File: config.mk
export PLATFORM = sky130hd
export DESIGN_NAME = narnet_forecast_seq
export DESIGN_NICKNAME = d
export VERILOG_FILES = /design/src/rtl/narnet_forecast_seq.sv
export SDC_FILE = /design/constraint.sdc
export NUM_CORES = 1
export LEC_CHECK = 0
export ABC_AREA = 1
export CORE_UTILIZATION = 60
export DETAILED_ROUTE_END_ITERATION = 10
export DONT_BUFFER_PORTS = 1
export GPL_TIMING_DRIVEN = 0
export PLACE_DENSITY = 0.76
export SYNTH_ARGS = -nofsm -noshare
export SYNTH_HDL_FRONTEND = slang
export SYNTH_SLANG_ARGS = --single-unit
File: constraint.sdc
create_clock -name clk -period 5.4 [get_ports clk]
set_input_delay 1.08 -clock clk [delete_from_list [all_inputs] [get_ports clk]]
set_output_delay 1.08 -clock clk [all_outputs]
set_load 0.02 [all_outputs]
File: src/rtl/narnet_forecast_seq.sv
`default_nettype none
// ============================================================================
// Module   : narnet_forecast_seq
// Purpose  : Sequencer in front of the NARNet core. Streams P measured samples
//            through the core to fill its tap-delay line, then feeds each
//            prediction back to produce H closed-loop forecasts, which are
//            buffered in a small valid/ready FIFO.
// Option   : NARNET_FSEQ_TIMEOUT_EN - adds a WAIT-state watchdog that sets the
//            sticky err flag and ends the run if the core stops answering.
// Revision : 1.0 - initial release
// ============================================================================
module narnet_forecast_seq #(
   parameter int N          = 16,
   parameter int Q          = 10,
   parameter int CNT_W      = 10,
   parameter int FIFO_DEPTH = 8,
   parameter int TIMEOUT    = 255
) (
   input  logic             clk,
   input  logic             rst,
   input  logic             start,
   input  logic [CNT_W-1:0] prime_len,
   input  logic [CNT_W-1:0] horizon,
   input  logic [N-1:0]     s_data,
   input  logic             s_valid,
   output logic             s_ready,
   output logic             net_clr,
   output logic [N-1:0]     net_x,
   output logic             net_x_ready,
   input  logic [N-1:0]     net_y,
   input  logic             net_y_ready,
   output logic [N-1:0]     f_data,
   output logic             f_valid,
   input  logic             f_ready,
   output logic             busy,
   output logic             done,
   output logic             err
);

   localparam int          AW       = $clog2(FIFO_DEPTH);
   localparam logic [AW:0] FULL_CNT = (AW + 1)'(FIFO_DEPTH);

   // Q only documents the fixed-point format; samples pass through untouched.
   if (Q >= N || FIFO_DEPTH < 2 || (FIFO_DEPTH & (FIFO_DEPTH - 1)) != 0 || TIMEOUT < 1) begin : g_param_check
      $error("narnet_forecast_seq: illegal parameter set");
   end

   typedef enum logic [2:0] {
      S_IDLE     = 3'd0,
      S_CLR      = 3'd1,
      S_PRIME_IN = 3'd2,
      S_ISSUE    = 3'd3,
      S_WAIT     = 3'd4,
      S_FC       = 3'd5,
      S_DONE     = 3'd6
   } state_t;

   state_t           state, next_state;
   logic [CNT_W-1:0] p_len, h_len, prime_cnt, fc_cnt;
   logic [N-1:0]     feedback;
   logic             zero_done;
   logic             accept, push, load_fb, pop, do_push, full, last_sample;
   logic [N-1:0]     mem [FIFO_DEPTH];
   logic [AW-1:0]    wr_ptr, rd_ptr;
   logic [AW:0]      count;

   assign full        = (count == FULL_CNT);
   assign last_sample = ((prime_cnt + CNT_W'(1)) == p_len);
   assign f_valid     = (count != '0);
   assign f_data      = mem[rd_ptr];
   assign pop         = f_valid && f_ready;
   // A push into a full FIFO is only legal when the head leaves the same cycle.
   assign do_push     = push && (!full || pop);

`ifdef NARNET_FSEQ_TIMEOUT_EN
   localparam int    WT_W = (TIMEOUT >= 256) ? $clog2(TIMEOUT + 1) : 8;
   logic [WT_W-1:0]  wait_cnt;
   logic             timeout_hit;
   logic             err_flag;
`endif

   // State register.
   always_ff @(posedge clk or negedge rst) begin
      if (!rst) state <= S_IDLE;
      else      state <= next_state;
   end

   // Next-state decode and per-state control strobes.
   always_comb begin
      next_state  = state;
      net_clr     = 1'b0;
      net_x_ready = 1'b0;
      s_ready     = 1'b0;
      accept      = 1'b0;
      push        = 1'b0;
      load_fb     = 1'b0;
      busy        = (state != S_IDLE);
      done        = (state == S_DONE) || zero_done;
`ifdef NARNET_FSEQ_TIMEOUT_EN
      timeout_hit = 1'b0;
`endif
      case (state)
         S_IDLE: if (start && prime_len != '0 && horizon != '0) next_state = S_CLR;
         S_CLR: begin
            net_clr    = 1'b1;
            next_state = S_PRIME_IN;
         end
         S_PRIME_IN: begin
            // The last sample yields forecast #1, so it needs a free FIFO slot.
            s_ready = !full || !last_sample;
            if (s_valid && s_ready) begin
               accept     = 1'b1;
               next_state = S_ISSUE;
            end
         end
         S_ISSUE: begin
            net_x_ready = 1'b1;
            next_state  = S_WAIT;
         end
         S_WAIT: begin
            if (net_y_ready) begin
               if (prime_cnt != p_len) begin
                  next_state = S_PRIME_IN;
               end else begin
                  push       = 1'b1;
                  next_state = S_FC;
               end
            end
`ifdef NARNET_FSEQ_TIMEOUT_EN
            else if (wait_cnt == WT_W'(TIMEOUT - 1)) begin
               timeout_hit = 1'b1;
               next_state  = S_DONE;
            end
`endif
         end
         S_FC: begin
            if (fc_cnt == h_len) begin
               next_state = S_DONE;
            end else if (!full) begin
               load_fb    = 1'b1;
               next_state = S_ISSUE;
            end
         end
         S_DONE:  next_state = S_IDLE;
         default: next_state = S_IDLE;
      endcase
   end

   // Run parameters, step counters and the sample/feedback path to the core.
   always_ff @(posedge clk or negedge rst) begin
      if (!rst) begin
         p_len     <= '0;
         h_len     <= '0;
         prime_cnt <= '0;
         fc_cnt    <= '0;
         feedback  <= '0;
         net_x     <= '0;
         zero_done <= 1'b0;
      end else begin
         zero_done <= 1'b0;
         if (state == S_IDLE && start) begin
            if (prime_len == '0 || horizon == '0) begin
               zero_done <= 1'b1;
            end else begin
               p_len     <= prime_len;
               h_len     <= horizon;
               prime_cnt <= '0;
               fc_cnt    <= '0;
            end
         end
         if (accept) begin
            net_x     <= s_data;
            prime_cnt <= prime_cnt + CNT_W'(1);
         end
         if (push) begin
            feedback <= net_y;
            fc_cnt   <= fc_cnt + CNT_W'(1);
         end
         if (load_fb) net_x <= feedback;
      end
   end

   // Forecast FIFO storage, pointers and occupancy.
   always_ff @(posedge clk or negedge rst) begin
      if (!rst) begin
         for (int i = 0; i < FIFO_DEPTH; i++) mem[i] <= '0;
         wr_ptr <= '0;
         rd_ptr <= '0;
         count  <= '0;
      end else begin
         if (do_push) begin
            mem[wr_ptr] <= net_y;
            wr_ptr      <= wr_ptr + AW'(1);
         end
         if (pop) rd_ptr <= rd_ptr + AW'(1);
         case ({do_push, pop})
            2'b10:   count <= count + (AW + 1)'(1);
            2'b01:   count <= count - (AW + 1)'(1);
            default: count <= count;
         endcase
      end
   end

`ifdef NARNET_FSEQ_TIMEOUT_EN
   // Watchdog: counts WAIT cycles; err is sticky until the next start request.
   always_ff @(posedge clk or negedge rst) begin
      if (!rst) begin
         wait_cnt <= '0;
         err_flag <= 1'b0;
      end else begin
         wait_cnt <= (state == S_WAIT) ? wait_cnt + WT_W'(1) : '0;
         if (state == S_IDLE && start) err_flag <= 1'b0;
         else if (timeout_hit)         err_flag <= 1'b1;
      end
   end
   assign err = err_flag;
`else
   assign err = 1'b0;
`endif

endmodule
`default_nettype wire

# Word level (Yosys, flattened, before mapping)
# Index checks and enable logic that the tools add are counted.
# Widths: inputs -> output; s select.
[totals]
elab_cells = 110
in_bits = 58
regBits = 214
output_inout_bits = 39
[classes]
order_cmp = 3
reduce_logical = 28
bitwise = 3
eq_ne = 18
mux = 33
addsub = 6
[ops]
columns = ["operator", "n"]
rows = [
  ["$bwmux 128", 1],
  ["$mux 16", 5],
  ["$bmux 16 s3", 1],
  ["$demux 16 s3", 1],
  ["$mux 10", 4],
  ["$add 10x1->10 const B", 2],
  ["$eq 10x10->1", 2],
  ["$logic_not 10->1", 2],
  ["$reduce_bool 10->1", 2],
  ["$mux 3", 6],
  ["$pmux 3 s6", 1],
  ["$mux 1", 13],
  ["$ne 10x10->1", 1],
  ["$ne 2x2->1 const B", 5],
  ["$eq 3x3->1 const B", 3],
  ["$ge 4x4->1 const B", 2],
  ["$not 3->4", 2],
  ["$pmux 4 s2", 1],
  ["$reduce_bool 2->1", 4],
  ["$logic_and 1x1->1", 7],
  ["$add 3x1->3 const B", 2],
  ["$eq 3x2->1 const B", 2],
  ["$reduce_and 2->1", 3],
  ["$add 4x1->4 const B", 1],
  ["other kinds (14)", 18],
]

# Longest topological paths before layout
# Gate-level depths: netlist (run 1).
[depth]
depth_word = 9
depth_mapped = 17
ltp_nobuf = 16

# Least setup slack after synthesis (run 1)
# No wires, ideal clock.
[synth_path]
kind = "input to register"
startpoint = "input f_ready"
endpoint = "register count[2]"
slack_ns = 2.475
setup_time_ns = 0.119
arrival_ns = 2.806
stages = 12
required_ns = 5.281
path_cell_list = "nand2_1 nand2_1 buf_2 clkbuf_1 nand2_1 ha_1 xor2_1 ha_1 a21oi_1 a21oi_1 o21ai_0 o21a_1"
[synth_between]
elab_chain_len = 5
elab_cells_between_ends = 7
cone_classes = "2 x eq/ne; 1 x mux; 4 x reduce/logical"
[synth_lines]
columns = ["element", "line", "rtl"]
rows = [
  ["from (decl)", "34", "input logic f_ready,"],
  ["$logic_and 1x1->1 *", "71", "assign pop = f_valid && f_ready;"],
  ["$logic_or 1x1->1", "73", "assign do_push = push && (!full || pop);"],
  ["$logic_and 1x1->1", "73", ""],
  ["$eq 2x1->1 or $eq 2x2->1 (tied branches)", "196", "case ({do_push, pop})"],
  ["$pmux 4 s2 or $reduce_bool 2->1 (tied branches)", "--", ""],
  ["to (signal assigned)", "197", "2'b10: count <= count + (AW + 1)'(1);"],
  ["to (signal assigned)", "198", "2'b01: count <= count - (AW + 1)'(1);"],
  ["to (signal assigned)", "199", "default: count <= count;"],
  ["to (decl)", "65", "logic [AW:0] count;"],
]
# Every way passes the cells marked *; elsewhere a longest branch is shown, timed or not.
# A chain may end at the register's enable or synchronous reset.

# Final worst setup path (run 1)
[layout_path]
startpoint = "register rd_ptr[0]"
endpoint = "output f_data[14]"
[layout_between]
elab_chain_len = 4
[layout_lines]
columns = ["element", "line", "rtl"]
rows = [
  ["from (decl)", "64", "logic [AW-1:0] wr_ptr, rd_ptr;"],
  ["from (signal assigned)", "195", "if (pop) rd_ptr <= rd_ptr + AW'(1);"],
  ["$not 3->4 (not written as such)", "70", "assign f_data = mem[rd_ptr];"],
  ["$bmux 16 s3", "70", ""],
  ["$mux 16 (not written as such) (2 in a row)", "70", ""],
  ["to (decl)", "32", "output logic [N-1:0] f_data,"],
]
# Every way passes these cells. The select of a mux whose other input is x is not followed.

==> results of run 1 <==
path summary, 6_finish.rpt:
kind	endpoint	slack, ps	from
worst max-delay path	f_data[14]	1400	rd_ptr[0]
worst min-delay path	net_x[11]	260	rst
worst max register to register	count[2]	2030	count[1]
worst min register to register	mem[76]	470	mem[76]
max in group asynchronous	mem[73]	4840	rst
min in group clk	mem[76]	470	mem[76]
power groups by stage:
stage          Clock, mW  Sequential (mW)  Combinational, mW
5_1_grt             1.78             2.16               2.21
3_5_place_dp           0             2.15               1.95
2_1_floorplan          0             2.09               1.46
3_3_place_gp           0             2.14               1.92
4_1_cts             1.71             2.12               1.96
6_report            1.70             2.12               2.01
metal layers:
layer,track usage (%),wire (um)
met5,0.5556,0
met4,12.21,981
met3,7.395,3015
met2,50.08,13670
met1,46.00,13020
cell usage after synthesis (all sizes together), types with 6 or more instances:
| cell | count |
|---|---|
| ha | 7 |
| clkbuf | 69 |
| xnor2 | 11 |
| xor2 | 17 |
| a31oi | 16 |
| nand3 | 61 |
| dfrtp | 214 |
| o22ai | 24 |
| inv | 89 |
| a21oi | 9 |
| buf | 35 |
| nand2 | 455 |
| o21ai | 126 |
| nor2 | 155 |
| nand4 | 137 |
| nor3 | 6 |
worst reg2reg max path: stages (launching register included):
cell and delay, ps:
dfrtp_1 400, inv_1 90, nand4_1 270, nand2_1 190, nand2_1 210, buf_2 290
clkbuf_1 500, nand2_1 260, ha_1 310, xor2_1 200, ha_1 170, a21oi_1 40
a21oi_1 130, o21ai_0 90, o21a_1 110
registers in the layout (all words and copies together) (netlist names):
name       flops
p_len         10
state          3
prime_cnt     10
h_len         10
wr_ptr         3
net_x         16
mem          128
rd_ptr         3
count          4
fc_cnt        10
feedback      16
zero_done      1
cell families (layout without fill, tap and decap cells):
logic type                 after synthesis  after routing
and+or+nand+nor                        823            823
DFF                                    214            214
buffers and inverters                  195            238
AOI/OAI and AO/OA                      179            179
xor gates and xnor gates                28             28
adders and majority gates                7              7
other                                    1              1
per-stage QoR:
stage | cell area (um^2) | instances | hold slack, ps | worst slack [ps]
after floorplan | 11000 | 1447 | 436.6 | 2475
after global placement | 11290 | 1676 | 448.4 | 1884
after detailed placement | 11290 | 1676 | 454.0 | 1902
after CTS | 12130 | 1719 | 250.4 | 1524
after global routing | 12130 | 1719 | 245.1 | 1295
final | 12130 | 1719 | 256.9 | 1403
cell type report:
cell class,count,share of cell area (%)
flip-flops and latches,214,44.15
multi-input cells,1038,40.16
clock buffers,33,5.983
plain buffers,104,3.600
inverters,91,2.816
well taps,229,2.362
clock inverters,10,0.9284
==> run_results.csv, run 1 <==
group,metric,value,unit
power,p_leak,6.199,nW
clock_tree,cts_resized,0,
global_route,grt_pass1_vias,9443,
worst_setup_path,crit_family,"compound AO/OA/AOI/OAI gates",
yosys,synth-edff-count,0,
route,dr.pass1.iters,5,
clock_tree,cts_setup_buffers,0,
worst_setup_path,crit_buf_inv,2,
power,total_power,5.834,mW
worst_setup_path,worst-path-max-fanout,10,
clock_tree,clockBufferDepth,3,
layout,diodes,0,
die,core-area,17960,um^2
yosys,yosysWarningCount,0,
die,die_w,137.4,um
yosys,synthAdderAreaFrac,0.7959,%
die,die_h,137.4,um
yosys,synth_compound_area_share,8.687,%
worst_setup_path,worstSetupStartpointType,"flip-flop",
power,p_per_area,481.0,nW/um^2
global_route,antenna_found_initial,0,
yosys,yosysUniqueCellTypes,32,
clock_tree,htree_levels,1,
worst_setup_path,critPathSlowestCell,"clkbuf_1",
timing,finalCritPeriodShare,74.02,%
power,internal_power,3.459,mW
route,wirelength,30690,um
yosys,yosysTopAreaCell,"dfrtp_1",
clock_tree,postCtsHoldBufs,0,
route,post_drt_via_cell_ratio,5.915,
timing,timing.fmax,250.2,MHz
layout,final_common_cell,"nand2_1",
yosys,ys_seq_elements,214,
global_route,gr-total-overflow,0,
power,p_sw,2.375,mW
yosys,synth_area,11000,um^2
clock_tree,clock_sinks,214,
timing,fin_crit,3997,ps
route,postRouteAntennaNets,0,
worst_setup_path,worstSetupPathDepth,6,
layout,fin_util,67.52,%
yosys,yosys.area_share.simple,32.52,%
layout,final_cell_mix,"nand2_1, dfrtp_1, nor2_1, nand4_1, o21ai_0",
worst_setup_path,arrival,2920,ps
yosys,synth_ff_type,"dfrtp_1",
yosys,synth_top_family_by_area,"simple AND/OR/NAND/NOR gates",
timing,rsz0062_at_grt,"no",
worst_setup_path,critPathRequiredTime,4320,ps
layout,syn2layout_area_growth,10.22,%
worst_setup_path,timing.critical_path.mode_cell,"clkbuf_1",
clock_tree,clk_pin_slew,60,ps
timing,setup_violations,0,
route,vias,10168,
flow_run,max_cap_viol_count,0,
layout,layout-drive-gt1-share,5.436,%
power,seqPwrFrac,36.4,%
outcome,outcome,"complete, no violations",
global_route,grt_usage,32.93,%
timing,skew,9.626,ps
clock_tree,root_buffer,"clkbuf_16",
power,pwr-share-comb,34.4,%
timing,relSlewSlack,44.44,%
yosys,synth_top_area_share,48.66,%
route,drc,0,
timing,maxSlewViolCount,0,
global_route,grt_pass1_wl,48130,um
layout,seq_area,5355,um^2
yosys,synthArstFlopShare,100.0,%
route,wire_per_inst,17.85,um
placement,dp_hpwl,21650,um
placement,port_buffers,0,
die,rows,49,
layout,fillCellCount,1538,
route,drt_iter0_drc,919,
power,irDropWorstVdd,0.3850,mV
global_route,grt_start_max_net_pins,215,
power,clkPwrFrac,29.2,%
placement,gp_congestion,0.8978,
yosys,synth_nets,1512,
yosys,yosysSeqAreaShare,48.66,%
clock_tree,clock_latency,520,ps
min_path,worstHoldPathType,"primary input to asynchronous set/reset pin",
layout,nets,1538,
yosys,synthMuxAreaShare,0,%
yosys,ys_top_cells_by_area,"dfrtp_1, nand2_1, nand4_1",
power,switching_share,40.71,%
worst_setup_path,cp_slowest_stage_delay,550,ps
worst_setup_path,worstSetupPathType,"flip-flop to output port",
die,start_util,61.26,%
timing,worst_slew_pin_slew,827.1,ps
timing,setup_tns,0,ps
worst_setup_path,reg2regPathDepth,14,
worst_setup_path,cp_cell_sequence,"clkbuf_1 > clkbuf_1 > o21ai_0 > o22ai_1 > nor2_1 > a31oi_1",
yosys,synthXorXnorAreaFrac,2.229,%
die,ios,97,
layout,multi_input_area,4871,um^2
yosys,avgSynthCellArea,7.605,um^2
worst_setup_path,cp-end-kind,"output port",
timing,report.final.hold_viol_count,0,
clock_tree,cts_buffers,24,
clock_tree,tritoncts,"yes",
die,die_area,18890,um^2
yosys,syn_inst,1447,
(Power assumes the default switching activity.)
==> run 2: changes to the inputs <==
--- a/config.mk
+++ b/config.mk
@@ -6,7 +6,7 @@
 export NUM_CORES = 1
 export LEC_CHECK = 0
 export ABC_AREA = 1
-export CORE_UTILIZATION = 60
+export CORE_UTILIZATION = 58
 export DETAILED_ROUTE_END_ITERATION = 10
 export DONT_BUFFER_PORTS = 1
 export GPL_TIMING_DRIVEN = 0
==> constraint.sdc (replaced) <==
create_clock -name clk -period 3.5 [get_ports clk]
set_input_delay 0.7 -clock clk [delete_from_list [all_inputs] [get_ports clk]]
set_output_delay 0.7 -clock clk [all_outputs]
set_load 0.02 [all_outputs]
==> run_results.csv, run 2 (synthesized netlist as in run 1, its figures left out) <==
group,metric,value,unit
outcome,outcome,"finished, violations left",
outcome,violations,"negative hold slack",
clock_tree,clk_pin_slew,60,ps
layout,fillCellCount,1686,
worst_setup_path,reg2regPathDepth,17,
layout,final_cell_mix,"nand2_1, dfrtp_1, nor2_1, nand4_1, o21ai_0",
timing,fin_crit,3356,ps
timing,rsz0062_at_grt,"no",
worst_setup_path,crit_start,"rd_ptr[0]",
clock_tree,clock_sinks,214,
layout,top_register,"mem",
placement,gp_congestion,0.9207,
clock_tree,tritoncts,"yes",
placement,dp_hpwl,21520,um
timing,relSlewSlack,42.28,%
worst_setup_path,cp_cell_sequence,"clkbuf_2 > clkbuf_1 > o21ai_0 > o22ai_1 > nor2_1 > a31oi_1",
timing,timing.fmax,298.0,MHz
timing,finalCritPeriodShare,95.88,%
layout,fin_util,64.70,%
global_route,antenna_found_initial,0,
die,ios,97,
layout,largest_register_ffs,128,
global_route,grt_pass1_vias,9670,
timing,maxSlewViolCount,0,
die,start_util,59.03,%
power,p_per_area,726.1,nW/um^2
worst_setup_path,cp-end-kind,"output port",
timing,setup_tns,0,ps
route,vias,10183,
die,die_h,139.7,um
layout,diodes,0,
global_route,grt_start_max_net_pins,215,
worst_setup_path,critPathRequiredTime,2800,ps
die,die_w,139.7,um
clock_tree,cts_buffers,23,
layout,layout-drive-gt1-share,5.989,%
timing,whs,-109.0,ps
placement,port_buffers,0,
worst_setup_path,cp_slowest_stage_delay,460,ps
clock_tree,clock_latency,510,ps
route,drt_iter0_drc,982,
worst_setup_path,reg2reg_to,"count[3]",
min_path,worstHoldPathType,"primary input to asynchronous set/reset pin",
route,wirelength,30590,um
worst_setup_path,worstSetupPathType,"flip-flop to output port",
layout,multi_input_area,4910,um^2
route,postRouteAntennaNets,0,
clock_tree,root_buffer,"clkbuf_16",
layout,seq_area,5355,um^2
layout,nets,1536,
route,post_drt_via_cell_ratio,5.920,
layout,reg_top3,"mem (128), feedback (16), net_x (16)",
layout,syn2layout_area_growth,9.608,%
power,irDropWorstVdd,0.4325,mV
power,p_leak,6.166,nW
worst_setup_path,arrival,2660,ps
worst_setup_path,r2r-start,"p_len[9]",
die,rows,50,
worst_setup_path,critPathSlowestCell,"a31oi_1",
die,core-area,18640,um^2
timing,report.final.hold_viol_count,209,
clock_tree,htree_levels,1,
route,wire_per_inst,17.78,um
timing,worst_slew_pin_slew,859.2,ps
die,die_area,19530,um^2
global_route,gr-total-overflow,0,
timing,skew,10.94,ps
layout,final_common_cell,"nand2_1",
route,dr.pass1.iters,5,
route,drc,0,
worst_setup_path,r2r_slack,340,ps
global_route,grt_pass1_wl,49810,um
global_route,grt_usage,32.15,%
clock_tree,clockBufferDepth,3,
layout,stdcell_count,1720,
worst_setup_path,worst-path-max-fanout,10,
flow_run,max_cap_viol_count,0,
worst_setup_path,worstSetupStartpointType,"flip-flop",
timing,setup_violations,0,
placement,placed_cells,1681,
==> run 2: changes by cell type in the layout (fill, tap and decap cells not counted), sizes merged <==
cell	delta
inv	-1
clkbuf	-5
clkinv	+3
bufinv	-1
==> run 2: worst max-delay path by stage <==
stage | slack (ps) | end
after CTS | 20 | f_data[2]
final | 140 | f_data[6]
after global routing | 20 | count[2]
after global placement | 230 | count[2]
after floorplan | 800 | count[2]
after detailed placement | 120 | count[2]
==> run 2: final cells by class <==
class | instances | area share (%)
flip-flops and latches | 214 | 44.40
multi-input cells | 1038 | 40.71
clock inverters | 11 | 0.6846
inverters | 91 | 2.832
well taps | 234 | 2.427
clock buffers | 29 | 5.290
plain buffers | 103 | 3.662
==> run 2: stage by stage <==
step / power (mW) / setup slack, ps / cell area (um^2)
6_report: 8.758 / 144.2 / 12060
5_1_grt: 9.256 / 16.92 / 12060
4_1_cts: 8.670 / 22.52 / 12020
3_5_place_dp: 6.328 / 117.6 / 11300
3_3_place_gp: 6.265 / 226.9 / 11300
2_1_floorplan: 5.485 / 802.7 / 11000
==> run 2: repair_timing <==
action	4_1_cts	5_1_grt
setup buffers	0	0
resized for setup	0	21
endpoints found under the setup margin	0	19
endpoints found under the hold margin	214	214
==> run 2: worst max-delay path, delay by kind of cell, from the launching register on <==
family	cells	cell delay (ps)
buffers and inverters	2	680
AO/OA/AOI/OAI	3	1010
AND/OR/NAND/NOR	1	80
flip-flops	1	370
==> run 2: routing by layer <==
metal / up-vias / part of all wire [%] / GRT usage [%]
li1: 4836 / - / -
met3: 64 / 8.5 / 6.091
met2: 464 / 45 / 50.32
met5: - / 0 / 0
met4: 0 / 2.3 / 10.24
met1: 4819 / 44 / 45.35
==> run 2: report_power, final <==
part | total (mW) | internal (mW) | switching, mW
combinational | 3.14 | 0.898 | 2.24
sequential | 3.28 | 2.86 | 0.413
clock | 2.34 | 1.36 | 0.985
total | 8.76 | 5.12 | 3.64
==> run 3: changes to the inputs <==
--- a/config.mk
+++ b/config.mk
@@ -6,11 +6,11 @@
 export NUM_CORES = 1
 export LEC_CHECK = 0
 export ABC_AREA = 1
-export CORE_UTILIZATION = 58
+export CORE_UTILIZATION = 53
 export DETAILED_ROUTE_END_ITERATION = 10
-export DONT_BUFFER_PORTS = 1
+export GPL_ROUTABILITY_DRIVEN = 0
 export GPL_TIMING_DRIVEN = 0
-export PLACE_DENSITY = 0.76
+export PLACE_DENSITY = 0.77
 export SYNTH_ARGS = -nofsm -noshare
 export SYNTH_HDL_FRONTEND = slang
 export SYNTH_SLANG_ARGS = --single-unit
==> run_results.csv, run 3 (synthesized netlist as in run 1, its figures left out) <==
group,metric,value,unit
outcome,outcome,"complete, no violations",
global_route,grt_start_max_net_pins,90,
placement,pre_cts_ws,-144.0,ps
timing,whs,55.68,ps
route,wire_per_inst,17.47,um
worst_setup_path,worstSetupStartpointType,"flip-flop",
layout,layout-drive-gt1-share,6.684,%
power,p_leak,6.677,nW
layout,largest_register_ffs,128,
timing,finalCritPeriodShare,99.27,%
timing,setup_violations,0,
layout,top_register,"mem",
layout,final_cell_mix,"nand2_1, dfrtp_1, nor2_1, nand4_1, o21ai_0",
route,dr.pass1.iters,5,
flow_run,max_cap_viol_count,0,
min_path,worstHoldPathType,"primary input to asynchronous set/reset pin",
route,drc,0,
layout,fin_util,64.73,%
clock_tree,clk_pin_slew,60,ps
die,rows,52,
timing,rsz0062_at_grt,"no",
timing,fin_ws,25.48,ps
worst_setup_path,critPathSlowestCell,"clkdlybuf4s50_1",
die,die_area,21340,um^2
timing,maxSlewViolCount,0,
timing,timing.fmax,287.8,MHz
route,post_drt_via_cell_ratio,5.703,
clock_tree,cts_buffers,24,
placement,dp_hpwl,22670,um
clock_tree,cts_setup_buffers,0,
route,wirelength,32170,um
layout,multi_input_area,4900,um^2
clock_tree,clock_sinks,214,
layout,diodes,0,
route,drt_iter0_drc,897,
layout,seq_area,5355,um^2
worst_setup_path,cp_slowest_stage_delay,630,ps
clock_tree,root_buffer,"clkbuf_16",
layout,nets,1618,
layout,final_common_cell,"nand2_1",
die,core-area,20300,um^2
power,irDropWorstVdd,0.4135,mV
placement,postPlaceCellArea,12190,um^2
global_route,antenna_found_initial,0,
die,start_util,54.21,%
worst_setup_path,reg2regPathDepth,15,
timing,worst_slew_pin_slew,939.3,ps
clock_tree,tritoncts,"yes",
route,vias,10500,
die,die_w,146.1,um
power,p_per_area,748.2,nW/um^2
timing,relSlewSlack,37.38,%
layout,syn2layout_area_growth,19.41,%
worst_setup_path,arrival,2770,ps
layout,fillCellCount,1801,
worst_setup_path,cp-end-kind,"output port",
timing,setup_tns,0,ps
global_route,grt_pass1_vias,10096,
layout,reg_top3,"mem (128), feedback (16), net_x (16)",
layout,stdcell_count,1841,
layout,final_cell_area,13140,um^2
power,total_power,9.831,mW
die,ios,97,
placement,placed_cells,1798,
worst_setup_path,worstSetupPathType,"flip-flop to output port",
global_route,grt_usage,30.84,%
timing,report.final.hold_viol_count,0,
placement,port_buffers,79,
global_route,grt_pass1_wl,52740,um
worst_setup_path,critPathRequiredTime,2800,ps
global_route,gr-total-overflow,0,
timing,fin_crit,3475,ps
timing,skew,13.79,ps
clock_tree,htree_levels,1,
route,postRouteAntennaNets,0,
die,die_h,146.1,um
worst_setup_path,cp_cell_sequence,"inv_1 > clkbuf_4 > o21ai_0 > o22ai_1 > nor2_1 > a31oi_1 > clkdlybuf4s50_1",
clock_tree,clock_latency,520,ps
worst_setup_path,worst-path-max-fanout,10,
clock_tree,clockBufferDepth,3,
-- run 3: cell types whose count changed in the layout (fill, tap and decap cells not counted), sizes merged --
cell | before | now
buf | 35 | 39
bufinv | 1 | 4
clkbuf | 97 | 102
clkdlybuf4s50 | 0 | 70
clkinv | 11 | 6
dlygate4sd2 | 0 | 1
dlymetal6s2s | 0 | 7
-- run 3: routing by layer --
| layer | share of wire, % | GRT usage (%) |
|---|---|---|
| met3 | 7.2 | 4.219 |
| met1 | 44 | 43.32 |
| met5 | 0 | 0 |
| met2 | 46 | 49.90 |
| met4 | 2.9 | 9.531 |
-- run 3: worst max-delay path: cells and delay by family (launching register included) --
family / cells / cell delay, ps
buffers and inverters: 3 / 1120
AO/OA/AOI/OAI: 3 / 560
flip-flops: 1 / 470
AND/OR/NAND/NOR: 1 / 100
-- run 3: worst paths after layout --
path	start	slack, ps	to
worst max register to register	prime_cnt[8]	280	count[2]
worst min-delay path	rst	60	net_x[12]
min in group clk	mem[24]	470	mem[24]
max in group asynchronous	rst	2240	mem[77]
worst max-delay path	rd_ptr[1]	30	f_data[12]
worst min register to register	mem[24]	470	mem[24]
-- run 3: area by class of cell --
cell class	instances	area share (%)
clock inverters	9	1.124
flip-flops and latches	214	40.75
repair buffers	81	6.599
multi-input cells	1038	37.29
inverters	91	2.600
well taps	270	2.571
plain buffers	103	3.561
clock buffers	35	5.504
-- run 3: what timing repair did --
action | 4_1_cts | 5_1_grt
hold buffers | 0 | 0
pin swaps | 0 | 0
endpoints found under the setup margin | 16 | 18
resized for setup | 17 | 27
-- run 3: power breakdown --
part | internal, mW | switching (mW)
logic | 1.41 | 2.52
clock network | 1.72 | 1.02
registers | 2.86 | 0.296
total | 6.00 | 3.83
